===== src/rtl/regfile_pkg.sv =====
// Shared constants, state encoding and ID type for the register-file access controller.
package regfile_pkg;

   localparam int DATA_W  = 16;
   localparam int ADDR_W  = 3;
   localparam int DEPTH   = 2**ADDR_W;
   localparam int NUM_REQ = 4;
   localparam int RID_W   = $clog2(NUM_REQ);

   typedef logic [RID_W-1:0] rid_t;

   typedef enum logic {
      ST_INIT = 1'b0,
      ST_RUN  = 1'b1
   } state_t;

endpackage


===== src/rtl/regfile_access_ctrl_rr_arbiter.sv =====
// Round-robin arbiter: the first asserted request at or after ptr (ascending, wrapping) wins.
module rr_arbiter #(
   parameter  int N  = 4,
   localparam int IW = $clog2(N)
) (
   input  logic [N-1:0]  req,
   input  logic [IW-1:0] ptr,
   output logic [N-1:0]  grant_onehot,
   output logic [IW-1:0] grant_idx,
   output logic          any_grant
);

   // One extra bit holds ptr+offset before the explicit modulo-N wrap.
   logic [IW:0]   w_sum  [N];
   logic [IW-1:0] w_cand [N];

   genvar gi;
   generate
      for (gi = 0; gi < N; gi++) begin : g_cand
         assign w_sum[gi]  = {1'b0, ptr} + (IW+1)'(gi);
         assign w_cand[gi] = (w_sum[gi] >= (IW+1)'(N)) ? IW'(w_sum[gi] - (IW+1)'(N))
                                                         : IW'(w_sum[gi]);
      end
   endgenerate

   // Priority search over the rotated candidate order; the first valid candidate wins.
   always_comb begin
      grant_onehot = '0;
      grant_idx    = '0;
      any_grant    = 1'b0;
      for (int k = 0; k < N; k++) begin
         if (!any_grant && req[w_cand[k]]) begin
            any_grant               = 1'b1;
            grant_idx               = w_cand[k];
            grant_onehot[w_cand[k]] = 1'b1;
         end
      end
   end

endmodule


===== src/rtl/regfile_access_ctrl.sv =====
// Shares a single-port register file among NUM_REQ requesters with round-robin
// arbitration, an optional post-reset init walk and tagged read responses.
module regfile_access_ctrl #(
   parameter int                      NUM_REQ  = regfile_pkg::NUM_REQ,
   parameter int                      DATA_W   = regfile_pkg::DATA_W,
   parameter int                      ADDR_W   = regfile_pkg::ADDR_W,
   parameter bit                      INIT_EN  = 1'b1,
   parameter logic [DATA_W-1:0]       INIT_VAL = '0
) (
   input  logic                          CLK,
   input  logic                          RST,
   input  logic [NUM_REQ-1:0]            req_valid,
   input  logic [NUM_REQ-1:0]            req_we,
   input  logic [NUM_REQ*ADDR_W-1:0]     req_addr,
   input  logic [NUM_REQ*DATA_W-1:0]     req_wdata,
   output logic [NUM_REQ-1:0]            req_ready,
   output logic                          rsp_valid,
   output logic [$clog2(NUM_REQ)-1:0]    rsp_id,
   output logic [DATA_W-1:0]             rsp_rdata,
   output logic                          busy,
   output logic [DATA_W-1:0]             rf_WrData,
   output logic [ADDR_W-1:0]             rf_Address,
   output logic                          rf_WrEn,
   output logic                          rf_RdEn,
   input  logic [DATA_W-1:0]             rf_RdData
);

   import regfile_pkg::*;

   localparam int DEPTH = 2**ADDR_W;
   localparam int IW    = $clog2(NUM_REQ);

   state_t              r_state;
   state_t              w_state_next;
   logic [ADDR_W-1:0]   r_init_cnt;
   logic [IW-1:0]       r_rr_ptr;
   logic                r_rsp_valid;
   logic [IW-1:0]       r_rsp_id;

   logic [NUM_REQ-1:0]  w_arb_req;
   logic [NUM_REQ-1:0]  w_grant;
   logic [IW-1:0]       w_idx;
   logic                w_any;
   logic                w_run;
   logic                w_win_we;
   logic [ADDR_W-1:0]   w_win_addr;
   logic [DATA_W-1:0]   w_win_wdata;
   logic                w_rd_issue;

   logic [ADDR_W-1:0]   w_addr_arr  [NUM_REQ];
   logic [DATA_W-1:0]   w_wdata_arr [NUM_REQ];

   genvar gi;
   generate
      for (gi = 0; gi < NUM_REQ; gi++) begin : g_unpack
         assign w_addr_arr[gi]  = req_addr[gi*ADDR_W +: ADDR_W];
         assign w_wdata_arr[gi] = req_wdata[gi*DATA_W +: DATA_W];
      end
   endgenerate

   // Requests are only visible to the arbiter in RUN and outside reset.
   assign w_run     = (r_state == ST_RUN) && !RST;
   assign w_arb_req = req_valid & {NUM_REQ{w_run}};

   rr_arbiter #(.N(NUM_REQ)) u_arb (
      .req          (w_arb_req),
      .ptr          (r_rr_ptr),
      .grant_onehot (w_grant),
      .grant_idx    (w_idx),
      .any_grant    (w_any)
   );

   assign w_win_we    = req_we[w_idx];
   assign w_win_addr  = w_addr_arr[w_idx];
   assign w_win_wdata = w_wdata_arr[w_idx];
   assign w_rd_issue  = w_any && !w_win_we;

   // State register: reset restarts the init walk (or goes straight to RUN).
   always_ff @(posedge CLK or posedge RST) begin
      if (RST) r_state <= INIT_EN ? ST_INIT : ST_RUN;
      else     r_state <= w_state_next;
   end

   // Next state: leave INIT after the last entry has been written; RUN is terminal.
   always_comb begin
      w_state_next = r_state;
      if (r_state == ST_INIT && r_init_cnt == ADDR_W'(DEPTH-1))
         w_state_next = ST_RUN;
   end

   // Outputs: init walk drives the port in INIT, the arbitration winner drives it in RUN.
   always_comb begin
      req_ready  = '0;
      busy       = 1'b0;
      rf_WrEn    = 1'b0;
      rf_RdEn    = 1'b0;
      rf_Address = '0;
      rf_WrData  = '0;
      if (!RST) begin
         case (r_state)
            ST_INIT: begin
               busy       = 1'b1;
               rf_WrEn    = 1'b1;
               rf_Address = r_init_cnt;
               rf_WrData  = INIT_VAL;
            end
            default: begin
               if (w_any) begin
                  req_ready  = w_grant;
                  rf_WrEn    = w_win_we;
                  rf_RdEn    = !w_win_we;
                  rf_Address = w_win_addr;
                  rf_WrData  = w_win_wdata;
               end
            end
         endcase
      end
   end

   // Init counter advances once per INIT cycle and wraps to 0 on entry to RUN.
   always_ff @(posedge CLK or posedge RST) begin
      if (RST)                      r_init_cnt <= '0;
      else if (r_state == ST_INIT)  r_init_cnt <= r_init_cnt + ADDR_W'(1);
   end

   // Round-robin pointer moves to the requester after the winner, wrapping explicitly.
   always_ff @(posedge CLK or posedge RST) begin
      if (RST)
         r_rr_ptr <= '0;
      else if (w_any)
         r_rr_ptr <= (w_idx == IW'(NUM_REQ-1)) ? '0 : w_idx + IW'(1);
   end

   // Response tag: a read granted this cycle is answered next cycle with the winner's ID.
   always_ff @(posedge CLK or posedge RST) begin
      if (RST) begin
         r_rsp_valid <= 1'b0;
         r_rsp_id    <= '0;
      end else begin
         r_rsp_valid <= w_rd_issue;
         if (w_rd_issue) r_rsp_id <= w_idx;
      end
   end

   assign rsp_valid = r_rsp_valid;
   assign rsp_id    = r_rsp_id;
   assign rsp_rdata = r_rsp_valid ? rf_RdData : '0;

endmodule


===== config.mk =====
export PLATFORM = sky130hd
export DESIGN_NAME = regfile_access_ctrl
export DESIGN_NICKNAME = d
export VERILOG_FILES = /design/src/rtl/regfile_pkg.sv /design/src/rtl/regfile_access_ctrl_rr_arbiter.sv /design/src/rtl/regfile_access_ctrl.sv
export SDC_FILE = /design/constraint.sdc
export NUM_CORES = 1
export LEC_CHECK = 0
export ABC_AREA = 1
export CORE_MARGIN = 10
export CORE_UTILIZATION = 38
export DETAILED_ROUTE_END_ITERATION = 7
export PLACE_DENSITY = 0.95
export REMOVE_ABC_BUFFERS = 1
export SETUP_SLACK_MARGIN = 0.05
export SYNTH_ARGS = -nofsm -noshare
export SYNTH_HDL_FRONTEND = slang
export SYNTH_SLANG_ARGS = --single-unit

===== constraint.sdc =====
create_clock -name CLK -period 5.1 [get_ports CLK]
set_input_delay 0.51 -clock CLK [delete_from_list [all_inputs] [get_ports CLK]]
set_output_delay 0.51 -clock CLK [all_outputs]
set_load 0.01 [all_outputs]

---- Word-level counts from Yosys, hierarchy flattened ----
Cells that the tools add are included.
word-level totals
  input port bits ......................... 102
  output and inout bits ................... 45
  logic and storage cells ................. 110
  bits in registers ....................... 9
cells by class
  order comparisons ....................... 14
  bitwise logic cells ..................... 6
  equality and inequality tests ........... 2
  reductions and logical operators ........ 15
  add/sub/neg operators ................... 9
  mux-type cells .......................... 59
operators with widths
  cell                                                         count
  2-to-1 mux 16 bit                                            6
  binary-select mux 16 bit (select 2 bit)                      1
  2-to-1 mux 4 bit                                             7
  2-to-1 mux 1 bit                                             21
  2-to-1 mux 2 bit                                             9
  less-than comparator 2 x 3 -> 1 bit (second input constant)  5
  2-to-1 mux 3 bit                                             5
  >= comparator 3 bit (second input constant)                  4
  bitwise OR 4 bit                                             3
  binary-select mux 1 bit (select 2 bit)                       5
  logical AND 1 bit                                            10
  demux 1 bit (select 2 bit)                                   4
  >= comparator 2 x 1 -> 1 bit (second input constant)         4
  subtractor 2 x 1 -> 2 bit (second input constant)            4
  adder 2 x 2 -> 3 bit (second input constant)                 2
  binary-select mux 3 bit (select 2 bit)                       1
  logical NOT 1 bit                                            5
  AND 4 bit                                                    1
  adder 2 x 1 -> 3 bit (second input constant)                 1
  adder 3 x 1 -> 3 bit (second input constant)                 1
  equality test 3 bit (second input constant)                  1
  >= comparator 2 x 3 -> 1 bit (second input constant)         1
  inverter 2 -> 3 bit                                          1
  adder 2 x 1 -> 2 bit (second input constant)                 1
  other kinds (2)                                              2

---- Longest topological paths before layout ----
Gate-level depths: netlist (run 1).
  depth in word-level cells ............... 22
  mapped depth ............................ 16
  gate-level depth less buffers ........... 16

---- Hierarchy ----
A second synthesis (run 1) with hierarchy kept.
second synthesis, totals
  cell total of the unflattened synthesis .. 330
  area, all modules ....................... 1778.0 um^2
by module, submodules not included
  module               area each (um^2)  instances  seq. area each (um^2)  cells each
  regfile_access_ctrl  1337.5            1          225.2                  256
  rr_arbiter           440.4             1          0.0                    74

---- Least setup slack after synthesis (run 1) ----
OpenSTA, ideal clock, no wires.
  path type ............................... flip-flop to output port
  start point ............................. reg r_rr_ptr[0]
  end point ............................... out rf_WrData[11]
  data required time ...................... 4.590 ns
  cell stages (with the launch flop) ...... 16
  slack ................................... 2.262 ns
  arrival time ............................ 2.328 ns
  path buffers ............................ 2
  path through ............................ dfrtp_1 -> buf_2 -> inv_2 -> ha_1 -> inv_1 -> nand3_2 -> nand2_2 -> nand3_2 -> nor2_1 -> inv_2 -> nand2_1 -> nand2_2 -> buf_4 -> a21oi_1 -> o21ai_1 -> a21oi_1
on the way
  word-level cells in the longest chain between the ends .. 21
  elaborated cells between the ends (all ways) .. 44
  classes of those cells .................. 7 x add/sub; 4 x order compare; 26 x mux; 1 x bitwise; 6 x reduce/logical
ends and longest elaborated chain
  what                                                           line                        text
  from (decl)                                                    regfile_access_ctrl.sv:36   logic [IW-1:0] r_rr_ptr;
  from (signal assigned)                                         regfile_access_ctrl.sv:131  r_rr_ptr <= (w_idx == IW'(NUM_REQ-1)) ? '0 : w_idx + IW'(1);
  branches (longest 18 deep; another with adder 2 x 1 -> 3 bit)  n/a
  2-to-1 mux 16 bit *                                            regfile_access_ctrl.sv:108  if (w_any) begin
  2-to-1 mux 16 bit *                                            regfile_access_ctrl.sv:100  case (r_state)
  2-to-1 mux 16 bit *                                            regfile_access_ctrl.sv:99   if (!RST) begin
  to (decl)                                                      regfile_access_ctrl.sv:21   output logic [DATA_W-1:0] rf_WrData,
Mark *: on every way between the ends. The select of a mux whose other input is x is not followed.

---- Worst setup path after layout (run 1) ----
  start point ............................. reg r_rr_ptr[0]
  end point ............................... out rf_WrData[13]
The elaborated chain is that of the path after synthesis.

==> results.md, run 1 <==
- 1st-pass router iterations: 4
- Synth-to-Final Area Change: 74.8%
- Main combinational cell family by area after synthesis: simple AND/OR/NAND/NOR gates
- WP data required: 4590 ps
- FF-to-FF Start: r_rr_ptr[0]$_DFFE_PP0N_
- DRC: 0
- RSZ-0062 raised after global routing: false
- R2r setup slk: 2030 ps
- GP Congestion: 0.901
- Die Footprint: 0.00845 mm^2
- Core box area: 0.00507 mm^2
- Routed vias: 2654
- Avg WL per Cell: 14.1 um
- Number of buffers created by CTS: 3
- Num ports: 147
- PnR worst setup slack: 839 ps
- Layout cell share with drive strength beyond 1: 10.8%
- CP max stage delay: 580 ps
- Most common cell in the netlist: nand2_1
- Synth warn: 0
- WL final: 7650 um
- ANT nets after route: 0
- Nets: 585
- LEAKAGE: 1.70 nW
- Power Density: 1010 mW/mm^2
- Maximum VDD drop: 0.000614 V
- Post-Syn Area: 0.00197 mm^2
- Worst-path clk slew: 40 ps
- Port Buffers: 146
- Slew HR: 51.9%
- Gr usage total: 16.7%
- Slew Limit Fails: 0
- Synthesized-area fraction occupied by and/or/nand/nor cells: 42.5%
- Mux share of post-synthesis cell area: 0%
- Final Hold Viols: 0
- Resize count post-CTS: 0
- CTS HTree Levels: 1
- Main flop type after synthesis: dfrtp_1
- Clock Sinks: 9
- CP delay by family, top: buffers and inverters
- ANT cells: 0
- Worst Hold Depth: 2
- Vias in the first global route: 2651
- Core Rows: 26
- Ys async rst share: 100%
- CP Capture Type: primary output
- Netlist cell types: 30
- Die width: 91.9 um
- Setup TNS: 0 ps
- DR iter-0 viols: 175
- Leading area contributor after synthesis: nand2_1
- Min Clock Period, post-route: 4260 ps
- Most frequent cells after synthesis: nand2_1, inv_1, nand3_1, a21oi_1
- Worst-path cell chain: inv_2 -> ha_1 -> inv_1 -> nand3_2 -> nand2_2 -> nand3_2 -> nor2_1 -> inv_2 -> nand2_1 -> nand2_2 -> buf_4 -> a21oi_1 -> o21ai_1 -> a21oi_1 -> clkdlybuf4s50_1
- First-pass GRT wire length: 12000 um
- Worst Hold Class: flop to flop
- Maxcap violations: 0
- FF+latch count, synth: 9
- Clk_lat worst skew: 230 ps
- Post-DP HPWL: 6450 um
- Worst Hold End: rsp_id[1]$_DFFE_PP0P_
- Initial core utilization: 38.7%
- Least-Margin Pin Slew: 721 ps
- CTS tree: done
- Mean post-synth cell area: 5.82 um^2
- CTS root buf: clkbuf_8
- Arr. time, crit path: 3750 ps
- Setup violations, final: 0
- Hold_buf cts: 0
- CP Max Fanout: 23
- Chip Height: 91.9 um
- Initial antenna violation count: 0
- WP buf/inv: 5
- Tot Pwr: 3.48 mW
- F_max: 235 MHz
- Element type at the critical path start: flop
- Compound-Gate Fraction of Synth Area: 19.0%
- Crit path kind: flop to primary output
- Worst path slowest cell: clkdlybuf4s50_1
- Post-synth EDFFs: 0
- Max clock buf depth: 2
- Clock Skew: 0.451 ps
- Final Cycle Share: 83.5%
- Run status: finished clean
- Top post-synthesis cells by area: nand2_1, inv_1, nand3_1
- Pre-CTS WS: 858 ps
- Postcts setup bufs: 0
- GRT overflow: 0
- Synth Instances: 338
- Vias/cell: 4.90
- Share of the synthesized area in the top cell type: 14.9%
- Sequential cell area fraction in the yosys report: 11.5%
- R2r worst-path depth: 14
- Min-Delay Startpoint: rsp_id[1]$_DFFE_PP0P_
- Post-Synth Adder-Cell Area: 6.37%
- Worst r2r dst: rsp_id[1]$_DFFE_PP0P_
- Filler instances: 450
- Pin count of the biggest net entering global routing: 77
- Synth Area in XOR/XNOR: 0.446%
sequential cells by signal, indices dropped and copies added (netlist names):
signal,cells
r_rr_ptr,2
r_init_cnt,3
r_state,1
rsp_id,2
rsp_valid,1
layer usage:
metal  vias to the layer above  routed length, um  global-route usage (%)
li1                       1347                  -                       -
met1                      1181               2950                    17.6
met5                         -                  0                       0
met2                       118               3900                    31.3
met4                         0                 91                    4.63
met3                         8                704                    4.81
worst max path at each step:
| stage | to | startpoint | cells past startpoint | slack, ps |
|---|---|---|---|---|
| after global placement | rf_WrEn | RST | 16 | 960 |
| after global routing | rf_WrData[3] | r_rr_ptr[0]$_DFFE_PP0N_ | 13 | 540 |
| after CTS | rf_WrData[13] | r_rr_ptr[0]$_DFFE_PP0N_ | 15 | 830 |
| after floorplan | rf_WrEn | r_rr_ptr[0]$_DFFE_PP0N_ | 13 | 1880 |
| final | rf_WrData[13] | r_rr_ptr[0]$_DFFE_PP0N_ | 15 | 840 |
| after detailed placement | rf_WrData[13] | RST | 17 | 860 |
layout make-up:
| class | count | area [um^2] | area share (%) |
|---|---|---|---|
| Tap cell | 70 | 87.6 | 2.55 |
| Multi-Input combinational cell | 241 | 1340 | 39.1 |
| Sequential cell | 9 | 225 | 6.55 |
| Inverter | 71 | 267 | 7.76 |
| Clock buffer | 4 | 45.0 | 1.31 |
| Timing Repair Buffer | 147 | 1470 | 42.8 |
logic make-up after synthesis:
| kind of cell | Yosys count |
|---|---|
| simple gates | 168 |
| buf+inv | 88 |
| compound gates | 62 |
| fa+ha+maj | 10 |
| flops | 9 |
| xor+xnor | 1 |
report_power, final:
| group | switching, mW | leakage [nW] | internal [mW] |
|---|---|---|---|
| logic | 1.76 | 1.57 | 1.49 |
| registers | 0.0469 | 0.111 | 0.0990 |
| clock network | 0.0269 | 0.0228 | 0.0544 |
| total | 1.83 | 1.70 | 1.65 |
per-stage QoR:
| step | hold slack [ps] | util [%] | cells | cell area [um^2] |
|---|---|---|---|---|
| finish | 490 | 67.7 | 542 | 3440 |
| global route | 515 | 67.7 | 542 | 3440 |
| CTS | 491 | 67.7 | 542 | 3440 |
| detailed placement | 482 | 66.8 | 538 | 3390 |
| global placement | 464 | 66.8 | 538 | 3390 |
| floorplan | 324 | - | 321 | 1830 |
worst reg2reg max path: stages (launching register included):
cell and delay, ps:
dfrtp_1 540, inv_2 210, ha_1 370, inv_1 150
nand3_2 130, nand2_2 140, nand4_4 180, nand2_2 120
nand2_4 70, nand2_4 530, nand2_1 110, nand3_1 100
nand3_1 150, nand2_1 100, nand2_1 50
placed cells by master (no fill, tap or decap), types with 2 or more instances in the layout:
master             n
a21oi_1           25
a21oi_2           10
a22oi_1            3
clkbuf_8           3
clkdlybuf4s50_1  146
dfrtp_1            9
ha_1              10
inv_1             65
inv_2              5
nand2_1           78
nand2_2            6
nand2_4            2
nand3_1           46
nand3_2            5
nand4_1            7
nor2_1             4
o21ai_0            2
o21ai_1           17
o221ai_1           3
or2_2             17
Power figures use the tool's default switching activity.
==> inputs of run 2 (changes only) <==
--- a/config.mk
+++ b/config.mk
@@ -7,9 +7,9 @@
 export LEC_CHECK = 0
 export ABC_AREA = 1
 export CORE_MARGIN = 10
-export CORE_UTILIZATION = 38
+export CORE_UTILIZATION = 35
 export DETAILED_ROUTE_END_ITERATION = 7
-export PLACE_DENSITY = 0.95
+export PLACE_DENSITY = 0.93
 export REMOVE_ABC_BUFFERS = 1
 export SETUP_SLACK_MARGIN = 0.05
 export SYNTH_ARGS = -nofsm -noshare
==> constraint.sdc (replaced) <==
create_clock -name CLK -period 4 [get_ports CLK]
set_input_delay 0.4 -clock CLK [delete_from_list [all_inputs] [get_ports CLK]]
set_output_delay 0.4 -clock CLK [all_outputs]
set_load 0.01 [all_outputs]
==> run 2 against run 1 <==
  * Final cell count grew 1.5%
  * Design area grew 2.5%
  * Clock skew grew 8.4 ps
  * Clock-buffer cell count shrank 1
  * Global-route usage shrank 1.3 points
  * Worst hold slack gained 1.4 ps
  * Die area grew 6.7%
  * Routed wire length grew 1.1%
  * Critical path type unchanged
  * Largest cell class unchanged
==> results.md, run 2 (synthesis results as in run 1) <==
- WL final: 7730 um (+1.1%)
- Initial core utilization: 35.9% (-2.8 points)
- Footprint of the multi-input gates: 0.00134 mm^2 (unchanged)
- Most frequent cells in the layout: clkdlybuf4s50_1, nand2_1, inv_1
- FF-to-FF Start: r_rr_ptr[1]$_DFFE_PP0N_
- DRC: 0 (unchanged)
- Element type at the critical path start: flop
- Pin count of the biggest net entering global routing: 41 (-47%)
- Max FFs per register: 3 (unchanged)
- Chip Height: 94.9 um (+3.3%)
- R2r setup slk: 1300 ps (-730 ps)
- Min Clock Period, post-route: 3770 ps
- Max clock buf depth: 2 (unchanged)
- Worst-path clk slew: 40 ps (about the same)
- ANT cells: 0 (unchanged)
- Run status: finished clean
- ANT nets after route: 0 (unchanged)
- Final Hold Viols: 0 (unchanged)
- Clk_lat worst skew: 240 ps (about the same)
- Clock Sinks: 9 (unchanged)
- CP Max Fanout: 19 (-17%)
- 1st-pass router iterations: 4 (unchanged)
- Least-Margin Pin Slew: 518 ps (-203 ps)
- Num ports: 147 (unchanged)
- Slew Limit Fails: 0 (unchanged)
- Initial antenna violation count: 0 (unchanged)
- First-pass GRT wire length: 11400 um (-5.0%)
- Clock Skew: 8.82 ps (+8.36 ps)
- Final non-filler cell total: 550 (+1.5%)
- FF/Latch Area: 228 um^2 (+1.1%)
- Arr. time, crit path: 3370 ps (-380 ps)
- WP data required: 3600 ps (-990 ps)
- Most common cell after layout, fill and taps aside: clkdlybuf4s50_1
- CTS root buf: clkbuf_8
- Avg WL per Cell: 14.1 um (-0.39%)
- CTS HTree Levels: 1 (unchanged)
- Biggest register: r_init_cnt
- Placed instance count: 543 (+0.93%)
- GRT overflow: 0 (unchanged)
- Filler instances: 486 (+8.0%)
- Core box area: 0.00547 mm^2 (+7.8%)
- Worst Hold Depth: 2 (unchanged)
- Die Footprint: 0.00901 mm^2 (+6.7%)
- Layout cell share with drive strength beyond 1: 12.8% (+2.0 points)
- Crit path kind: flop to primary output
- Fin util: 64.3% (-3.4 points)
- Port Buffers: 146 (unchanged)
- CP startpoint: r_rr_ptr[1]$_DFFE_PP0N_
- Gr usage total: 15.3% (-1.3 points)
- Worst Hold Class: flop to flop
- Vias in the first global route: 2461 (-7.2%)
- Worst Hold End: rsp_id[0]$_DFFE_PP0P_
- Synth-to-Final Area Change: 79.1%
- Hold WS: 492 ps (+1.42 ps)
- RSZ-0062 raised after global routing: false
- F_max: 265 MHz
- Maxcap violations: 0 (unchanged)
- DR iter-0 viols: 97 (-45%)
- CTS tree: done
- Min-Delay Startpoint: rsp_id[0]$_DFFE_PP0P_
- Core Rows: 27 (+3.8%)
- GP Congestion: 0.855 (-5.0%)
- Final Cycle Share: 94.2%
- CP Capture Type: primary output
- Setup violations, final: 0 (unchanged)
- Vias/cell: 4.82 (-1.6%)
- Setup TNS: 0 ps (unchanged)
- Die width: 94.9 um (+3.3%)
- Nets: 591 (+1.0%)
- Worst r2r dst: rsp_id[1]$_DFFE_PP0P_
- Slew HR: 65.2% (+13 points)
- Post-DP HPWL: 6500 um (+0.77%)
- Number of buffers created by CTS: 3 (unchanged)
- R2r worst-path depth: 15 (+1)
- Routed vias: 2650 (-0.15%)
run 2: how the worst max path moves through the flow:
stage	to	slack, ps
floorplan	rf_WrEn	890
global placement	rf_WrEn	380
detailed placement	rf_WrData[4]	280
CTS	rf_WrData[4]	100
global route	rf_WrData[13]	30
finish	rf_WrData[4]	230
run 2: layer usage:
metal  track usage (%)  part of all wire [%]  vias to the layer above
met4              4.74                   1.2                        0
met5                 0                     0                        -
met2              29.5                    52                      125
li1                  -                     -                     1361
met3              4.28                   9.8                        6
met1              15.5                    37                     1158
run 2: worst max-delay path, stage by stage (launching register included):
cell,delay [ps]
dfrtp_2,480
clkinvlp_4,200
ha_1,350
inv_1,140
nand3_2,120
nand2_2,150
nand3_2,130
nor2_1,160
inv_2,80
nand2_1,90
nand2_2,90
buf_4,220
a21oi_2,120
o21ai_1,70
a21oi_1,130
clkdlybuf4s50_1,600
run 2: repair_timing:
item	in CTS	in global routing
gates resized for setup	0	7
buffers inserted	0	3
hold buffers	0	0
endpoints found under the setup margin	0	21
run 2: area by class of cell:
cell class	instances	share of cell area, %
Timing Repair Buffer	153	43.7
Multi-Input combinational cell	241	38.1
Inverter	71	7.82
Sequential cell	9	6.47
Tap cell	72	2.56
Clock buffer	3	1.17
Clock inverter	1	0.142
run 2: stage by stage:
step | cell area, um^2 | setup WS (ps)
after floorplan | 1830 | 892
after global placement | 3440 | 383
after detailed placement | 3440 | 277
after CTS | 3490 | 105
after global routing | 3520 | 32.3
final | 3520 | 231
Power of run 2 is not shown: default switching activity piles up to over one toggle a cycle in this logic, so the estimate is an artifact.
